<file path="config.mk">
export PLATFORM = sky130hd
export DESIGN_NAME = seq_debug_cmd_mailbox
export DESIGN_NICKNAME = d
export VERILOG_FILES = /design/src/rtl/seq_debug_cmd_mailbox.sv
export SDC_FILE = /design/constraint.sdc
export NUM_CORES = 1
export LEC_CHECK = 0
export ABC_AREA = 0
export BUFFER_PORTS_ARGS = -buffer_cell sky130_fd_sc_hd__clkbuf_2
export CORE_UTILIZATION = 50
export DETAILED_ROUTE_END_ITERATION = 7
export PLACE_DENSITY_LB_ADDON = 0.2
export SLEW_MARGIN = 20
export SYNTH_ARGS = -nofsm -noshare
export SYNTH_HDL_FRONTEND = slang
export SYNTH_SLANG_ARGS = --single-unit
export TNS_END_PERCENT = 100
</file>
<file path="constraint.sdc">
create_clock -name clk -period 6 [get_ports clk]
set_input_delay 1.8 -clock clk [delete_from_list [all_inputs] [get_ports clk]]
set_output_delay 1.8 -clock clk [all_outputs]
set_load 0.03 [all_outputs]
</file>
<file path="src/rtl/seq_debug_cmd_mailbox.sv">
// Host-to-sequencer debug command mailbox on the Avalon-MM bus.
// Optional busy timeout is enabled with `define SEQ_DEBUG_CMD_TIMEOUT_EN.
module seq_debug_cmd_mailbox #(
  parameter logic [31:0] BASE_ADDR      = 32'h000153c0,
  parameter int          ADDR_W         = 20,
  parameter int          NUM_PARAMS     = 4,
  parameter int          CMD_W          = 16,
  parameter int          RES_W          = 8,
  parameter logic [31:0] DEBUG_ID       = 32'h5EDB0001,
  parameter int          TIMEOUT_CYCLES = 65535
) (
  input  logic                       clk,
  input  logic                       reset_n,
  input  logic [ADDR_W-1:0]          avl_address,
  input  logic                       avl_read,
  input  logic                       avl_write,
  input  logic [31:0]                avl_writedata,
  output logic [31:0]                avl_readdata,
  output logic                       avl_readdatavalid,
  output logic                       cmd_valid,
  input  logic                       cmd_ready,
  output logic [CMD_W-1:0]           cmd_code,
  output logic [NUM_PARAMS*32-1:0]   cmd_params,
  input  logic                       core_done,
  input  logic [RES_W-1:0]           core_result
);

  typedef enum logic [1:0] {
    IDLE    = 2'd0,
    PENDING = 2'd1,
    BUSY    = 2'd2,
    DONE    = 2'd3
  } state_t;

  localparam logic [ADDR_W-1:0] BASE = BASE_ADDR[ADDR_W-1:0];

  state_t                     state;
  logic                       overflow;
  logic                       timeout;
  logic [RES_W-1:0]           result;
  logic [31:0]                shadow [NUM_PARAMS];
  logic [NUM_PARAMS*32-1:0]   shadow_flat;
  logic [ADDR_W-1:0]          offset;
  logic                       in_window;
  logic                       is_id;
  logic                       is_req;
  logic                       is_status;
  logic [NUM_PARAMS-1:0]      param_hit;
  logic [31:0]                status_word;
  logic [31:0]                rd_data;
`ifdef SEQ_DEBUG_CMD_TIMEOUT_EN
  logic [31:0]                busy_cnt;
`endif

  // Addresses below the base would wrap the subtraction, so gate them out explicitly.
  assign offset    = avl_address - BASE;
  assign in_window = (avl_address >= BASE);
  assign is_id     = in_window && (offset == ADDR_W'(32'h0));
  assign is_req    = in_window && (offset == ADDR_W'(32'h8));
  assign is_status = in_window && (offset == ADDR_W'(32'hC));

  always_comb begin
    param_hit   = '0;
    shadow_flat = '0;
    for (int i = 0; i < NUM_PARAMS; i++) begin
      param_hit[i]          = in_window && (offset == ADDR_W'(16 + 4 * i));
      shadow_flat[32*i +: 32] = shadow[i];
    end
  end

  assign status_word = {16'h0000, 8'(result), 4'h0, timeout, overflow, state};

  always_comb begin
    rd_data = '0;
    if (is_id)     rd_data = DEBUG_ID;
    if (is_status) rd_data = status_word;
    for (int i = 0; i < NUM_PARAMS; i++)
      if (param_hit[i]) rd_data = shadow[i];
  end

  always_ff @(posedge clk) begin
    if (!reset_n) begin
      avl_readdata      <= '0;
      avl_readdatavalid <= 1'b0;
      cmd_valid         <= 1'b0;
      cmd_code          <= '0;
      cmd_params        <= '0;
      overflow          <= 1'b0;
      timeout           <= 1'b0;
      result            <= '0;
      state             <= IDLE;
      for (int i = 0; i < NUM_PARAMS; i++) shadow[i] <= '0;
`ifdef SEQ_DEBUG_CMD_TIMEOUT_EN
      busy_cnt          <= '0;
`endif
    end else begin
      avl_readdatavalid <= avl_read;
      avl_readdata      <= avl_read ? rd_data : 32'h0;

      for (int i = 0; i < NUM_PARAMS; i++)
        if (avl_write && param_hit[i]) shadow[i] <= avl_writedata;

      // A request arriving while a command is in flight is dropped but remembered.
      if (avl_write && is_req && (state != IDLE)) overflow <= 1'b1;

      case (state)
        IDLE: begin
          if (avl_write && is_req) begin
            cmd_code   <= avl_writedata[CMD_W-1:0];
            cmd_params <= shadow_flat;
            cmd_valid  <= 1'b1;
            state      <= PENDING;
          end
        end
        PENDING: begin
          if (cmd_ready) begin
            cmd_valid <= 1'b0;
            state     <= BUSY;
`ifdef SEQ_DEBUG_CMD_TIMEOUT_EN
            busy_cnt  <= '0;
`endif
          end
        end
        BUSY: begin
          if (core_done) begin
            result <= core_result;
            state  <= DONE;
          end
`ifdef SEQ_DEBUG_CMD_TIMEOUT_EN
          else if (busy_cnt == 32'(TIMEOUT_CYCLES - 1)) begin
            timeout <= 1'b1;
            result  <= '0;
            state   <= DONE;
          end else begin
            busy_cnt <= busy_cnt + 32'd1;
          end
`endif
        end
        DONE: begin
          // The host acknowledges completion by reading the status word.
          if (avl_read && is_status) begin
            overflow <= 1'b0;
            timeout  <= 1'b0;
            result   <= '0;
            state    <= IDLE;
          end
        end
        default: state <= IDLE;
      endcase
    end
  end

endmodule
</file>
==> summary.md, run 1 <==
| Metric | Value |
|---|---|
| Outcome | completed |
| Die Width | 159 um |
| Hold WC Path Type | register to register |
| Max Slew Vio Count | 0 |
| Area Overhead vs Synth | 20.6% |
| TritonCTS clock tree | yes |
| Critical Path Fanout Max | 104 |
| Detail Placement HPWL | 22400 um |
| Total GRT Usage | 27.2% |
| Initial drt markers | 1039 |
| Worst Path Required | 6.34 ns |
| Commonest non-fill, non-tap cells in the layout | 318 x nand2_1, 243 x clkbuf_2, 189 x dfxtp_1 |
| Peak supply drop | 0.234 mV |
| Max_cap viols | 0 |
| Cell count of the worst hold path | 2 |
| Overflow left after global routing | 0 |
| Core Rows | 57 |
| Critical path depth | 7 |
| Number of enable flip-flop cells after synthesis | 128 |
| Placement Cell Area | 0.0139 mm2 |
| Sink Count | 317 |
| Clock root buffer | clkbuf_16 |
| Max Fclk | 245 MHz |
| Setup-failing EPs final | 0 |
| Port Buffers | 243 |
| Yosys reg bits | 317 |
| Yosys warns | 0 |
| Avg Cell Area, Syn | 10.1 um2 |
| Crit-path cells | clkbuf_2 > nand2b_1 > nor3_1 > o2111ai_4 > buf_12 > nand2_1 > a21oi_1 |
| DRC | 0 |
| P_leak | 5.82 nW |
| IO Pins | 244 |
| Worst Setup Start Kind | input port |
| Post-synth top area share | 31.0% |
| Largest net degree at the start of global routing | 105 |
| Worst Setup Path Type | input port to register |
| Synth cell types | 48 |
| Initial Util | 51.0% |
| Synth area leaders | edfxtp_1 31%, dfxtp_1 31%, nand2_1 9.6% |
| Slew margin rel. | 18.9% |
| Clock slew at reported path FFs | 0.06 ns |
| Routed WL per cell | 19.5 um |
| Sequential fraction of the synthesis area | 61.5% |
| Synth Flop Type | dfxtp_1 |
| CTS Buf Count | 34 |
| Clock Skews | 0.0172 ns |
| Critical path's largest stage delay | 0.67 ns |
| CP max-delay cell | o2111ai_4 |
| Unrepaired setup endpoints after global routing | no |
| Tcrit/Tclk final | 67.9% |
| CTS max path bufs | 3 |
| Hold-fix buffers at CTS | 0 |
| RR Startpoint | state[0] |
| Final Instance Area | 0.0150 mm2 |
| Post CTS Setup Buffer Count | 0 |
| Worst EP arrival | 4.42 ns |
| Worst reg2reg endpoint | cmd_params[79] |
| Fillers | 2025 |
| Synth area leader | edfxtp_1 |
| H-tree depth | 2 |
| RePlAce Congestion | 0.853 |
| Post_cts resized | 0 |
| Mapped Cells | 1224 |
| Global-route wire length before repair | 53600 um |
| Vias in the first global route | 9662 |
| Final hold violation count | 0 |
| Core Area | 0.0243 mm2 |
| Hold Path End | cmd_params[36] |
| DR vias | 9763 |
| Clock Latency Late Sink | 0.51 ns |
| Hold Startpoint | cmd_params[36] |
| Drt pass-1 iters | 5 |
| Initial antenna violation count | 0 |
| Worst Setup End Kind | register |
| Antenna cells | 0 |
| Final wirelength | 34900 um |
| Syn Std Cell Area | 0.0124 mm2 |
| Final TNS setup | 0 ns |
| Share of cells above drive strength 1 | 22.4% |
| Net Count, Synth | 1295 |
| Least-Margin Pin Slew | 1.21 ns |
| Reg-to-reg slack, setup | 3.60 ns |
| Die height | 159 um |
| Die area | 0.0254 mm2 |
| Fin crit period | 4.08 ns |
| Largest delay contributor family on the critical path | simple AND/OR/NAND/NOR gates |
| Layout Nets | 1507 |
| DR vias/cell | 5.47 |
| Commonest non-fill, non-tap cell in the layout | nand2_1 |
| R2R depth | 6 |
| CP bufs+invs | 2 |
| PD cells | 301 mW/mm2 |
| Fraction of registers with async set/reset | 0% |
| Final ANT Viol Nets | 0 |
| Final hold slack | 0.449 ns |
## worst reg2reg max path, delay by kind of cell (launching register included)
family | cells | cell delay (ns)
compound gates | 2 | 0.69
fa+ha+maj | 1 | 0.36
buf+inv | 2 | 0.66
flops | 1 | 0.34
simple gates | 1 | 0.21
## Yosys cell counts (12+ instances only)
cell type	instances
o21ai_0	38
clkbuf_1	57
a22oi_1	18
nand2_1	318
nor2_1	17
a21oi_1	155
buf_2	16
a22o_1	20
dfxtp_1	189
mux2i_1	21
edfxtp_1	128
and2_1	128
o211a_1	12
## registers in the layout, indices dropped and copies added (netlist names)
name,count
avl_readdata,32
avl_readdatavalid,1
cmd_code,16
cmd_params,128
cmd_valid,1
overflow,1
result,8
shadow,128
state,2
## report_power, final
part	internal, W	switching [W]
logic	0.0000465	0.000112
clock network	0.00120	0.000822
registers	0.00228	0.0000287
total	0.00353	0.000964
## cell type report
cell class	count	area (um2)	area share [%]
Clock inverter	12	90.1	0.602
Inverter	8	32.5	0.218
Sequential cell	317	7630	51.0
Tap cell	324	405	2.71
Multi-Input combinational cell	817	4440	29.7
Clock buffer	49	1000	6.69
Timing Repair Buffer	258	1350	9.05
## how the worst max path moves through the flow
stage                     from              to  slack, ns
6_report        avl_address[4]  cmd_params[79]       1.92
5_1_grt         avl_address[4]  cmd_params[18]       1.77
4_1_cts        avl_address[15]   shadow[0][21]       1.93
3_5_place_dp   avl_address[15]   shadow[0][21]       1.40
3_3_place_gp    avl_address[4]  cmd_params[81]       1.49
2_1_floorplan  avl_address[13]    shadow[3][0]       0.12
## metal layers
| layer | global-route usage [%] | routed length [um] | up-vias |
|---|---|---|---|
| li1 | - | - | 4641 |
| met4 | 10.7 | 997 | 0 |
| met5 | 0 | 0 | - |
| met1 | 33.6 | 14300 | 4688 |
| met3 | 4.40 | 2240 | 62 |
| met2 | 47.7 | 17300 | 372 |
## cells by family after synthesis
kind of cell | share of synthesized area, %
AOI/OAI and AO/OA | 13.6
adders and majority gates | 0.505
buffers and inverters | 3.25
DFF | 61.5
muxes | 1.88
and+or+nand+nor | 19.3
## stage by stage
step	util (%)	instances	setup slack (ns)	total power [W]
after floorplan	-	1224	0.121	0.00243
after global placement	57.0	1724	1.49	0.00251
after detailed placement	57.0	1724	1.40	0.00251
after CTS	61.5	1785	1.93	0.00452
after global routing	61.5	1785	1.77	0.00463
final	61.5	1785	1.92	0.00450
Note: power is estimated with default switching activity, not from simulation.
==> run 2: changes to the inputs <==
Clock period 6 ns to 3.9 ns, I/O delays scaled along.
==> run 2 against run 1 <==
Net effect: cell count up 1.1%; die area unchanged; clock-buffer cell count down 2; power up 55%; first-iteration DRC count down 21%; combinational power up 62%; setup slack worse by 0.89 ns.
==> summary.md, run 2 (synthesis gave the netlist of run 1 again) <==
| Metric | Value |
|---|---|
| RePlAce Congestion | 0.876 (+2.7%) |
| Least-Margin Pin Slew | 1.09 ns (-0.125 ns) |
| CP bufs+invs | 2 (unchanged) |
| DRC | 0 (unchanged) |
| Clock Latency Late Sink | 0.52 ns (about the same) |
| Max_cap viols | 0 (unchanged) |
| Antenna cells | 0 (unchanged) |
| Unrepaired setup endpoints after global routing | no |
| Clock slew at reported path FFs | 0.06 ns (about the same) |
| Final wirelength | 34400 um (-1.2%) |
| DR vias/cell | 5.45 (-0.29%) |
| Crit path launch | avl_address[15] |
| Port Buffers | 243 (unchanged) |
| Worst Path Required | 4.09 ns (-2.25 ns) |
| Initial drt markers | 822 (-21%) |
| Register area | 0.00763 mm2 (unchanged) |
| Hold Startpoint | cmd_code[14] |
| P_leak | 5.91 nW (+1.6%) |
| Largest delay contributor family on the critical path | simple AND/OR/NAND/NOR gates |
| Largest net degree at the start of global routing | 99 (-5.7%) |
| Critical path depth | 7 (unchanged) |
| Biggest regs | cmd_params: 128 flops, shadow: 128 flops, avl_readdata: 32 flops |
| CTS max path bufs | 3 (unchanged) |
| Global-route wire length before repair | 52900 um (-1.2%) |
| Worst slack, placed | 0.560 ns (-0.840 ns) |
| Core Area | 0.0243 mm2 (unchanged) |
| Initial Util | 51.0% (unchanged) |
| Final hold slack | 0.448 ns (-0.000851 ns) |
| Commonest non-fill, non-tap cell in the layout | nand2_1 |
| Clock root buffer | clkbuf_16 |
| Crit-path cells | clkbuf_2 > nor4_1 > o211a_1 > nand2_1 > or2_2 > o21ai_4 > buf_4 |
| Multi-input gate area | 0.00444 mm2 (unchanged) |
| Fillers | 2084 (+2.9%) |
| Area Overhead vs Synth | 21.8% |
| Peak supply drop | 0.260 mV (+11%) |
| PD cells | 461 mW/mm2 (+53%) |
| Routed WL per cell | 19.1 um (-2.3%) |
| CTS Buf Count | 34 (unchanged) |
| Hold WC Path Type | register to register |
| Overall Power | 0.00697 W (+55%) |
| Die height | 159 um (unchanged) |
| Share of cells above drive strength 1 | 23.4% (+1.1 points) |
| Slew margin rel. | 27.4% (+8.5 points) |
| Vias in the first global route | 9444 (-2.3%) |
| Outcome | completed |
| Final ANT Viol Nets | 0 (unchanged) |
| Setup ws final | 1.04 ns (-0.886 ns) |
| Clock Skews | 0.0179 ns (+0.000709 ns) |
| Max Slew Vio Count | 0 (unchanged) |
| Worst Setup Start Kind | input port |
| RR Startpoint | state[0] |
| Core Rows | 57 (unchanged) |
| Total GRT Usage | 26.9% (-0.34 points) |
| R2R depth | 6 (unchanged) |
| Cell count of the worst hold path | 2 (unchanged) |
| Placed cells | 1742 (+1.0%) |
| Sink Count | 317 (unchanged) |
| Setup-failing EPs final | 0 (unchanged) |
| Worst Setup Path Type | input port to register |
| Max Fclk | 349 MHz |
| Hold-fix buffers at CTS | 0 (unchanged) |
| Tcrit/Tclk final | 73.4% |
| TritonCTS clock tree | yes |
| Layout Nets | 1525 (+1.2%) |
| Drt pass-1 iters | 5 (unchanged) |
| Overflow left after global routing | 0 (unchanged) |
| Fin crit period | 2.86 ns |
| IO Pins | 244 (unchanged) |
| H-tree depth | 2 (unchanged) |
| Final Core Density | 62.1% (+0.62 points) |
| CP max-delay cell | or2_2 |
| Die area | 0.0254 mm2 (unchanged) |
| Fin cells | 1804 (+1.1%) |
| Die Width | 159 um (unchanged) |
| Final hold violation count | 0 (unchanged) |
| Detail Placement HPWL | 22700 um (+1.6%) |
| Critical path's largest stage delay | 0.40 ns (-0.27 ns) |
| Post_cts resized | 0 (unchanged) |
| Critical Path Fanout Max | 20 (-81%) |
| Commonest non-fill, non-tap cells in the layout | 318 x nand2_1, 243 x clkbuf_2, 189 x dfxtp_1 |
| DR vias | 9838 (+0.77%) |
| Post CTS Setup Buffer Count | 0 (unchanged) |
| Initial antenna violation count | 1 (+1) |
| Worst Setup End Kind | register |
| Worst EP arrival | 3.05 ns (-1.37 ns) |
## run 2: power breakdown
group | total [W] | internal [W] | switching [W]
clock network | 0.00315 | 0.00181 | 0.00134
registers | 0.00356 | 0.00351 | 0.0000471
logic | 0.000258 | 0.0000807 | 0.000177
total | 0.00697 | 0.00541 | 0.00156
## run 2: worst reg2reg max path, delay by kind of cell (launching register included)
| kind | cells | cell delay, ns |
|---|---|---|
| AOI/OAI and AO/OA | 2 | 0.27 |
| adders and majority gates | 1 | 0.33 |
| buffers and inverters | 2 | 0.91 |
| DFF | 1 | 0.39 |
| and+or+nand+nor | 1 | 0.27 |
## run 2: per-layer routing
metal  up-vias  global-route usage (%)  wire [um]
met5         -                       0          8
met4         2                    10.7       1140
met3        85                    4.79       2260
met2       394                    45.3      16700
met1      4675                    34.3      14400
li1       4682                       -          -
## run 2: area by class of cell
class / instances / share of cell area [%]
flip-flops and latches: 317 / 50.5
repair buffers: 276 / 9.94
inverters: 8 / 0.215
clock inverters: 15 / 0.870
multi-input cells: 817 / 29.4
clock buffers: 47 / 6.36
well taps: 324 / 2.68
## run 2: final timing paths
kind | endpoint | slack (ns)
setup / recovery | shadow[0][15] | 1.04
hold / removal | cmd_code[14] | 0.45
setup reg to reg | cmd_params[108] | 1.67
hold reg to reg | cmd_code[14] | 0.45
## run 2: stage by stage
stage                     instance area, um2  setup TNS, ns
after floorplan                        12400          -8.42
final                                  15100              0
after detailed placement               14000              0
after CTS                              15100              0
after global placement                 14000              0
after global routing                   15100              0
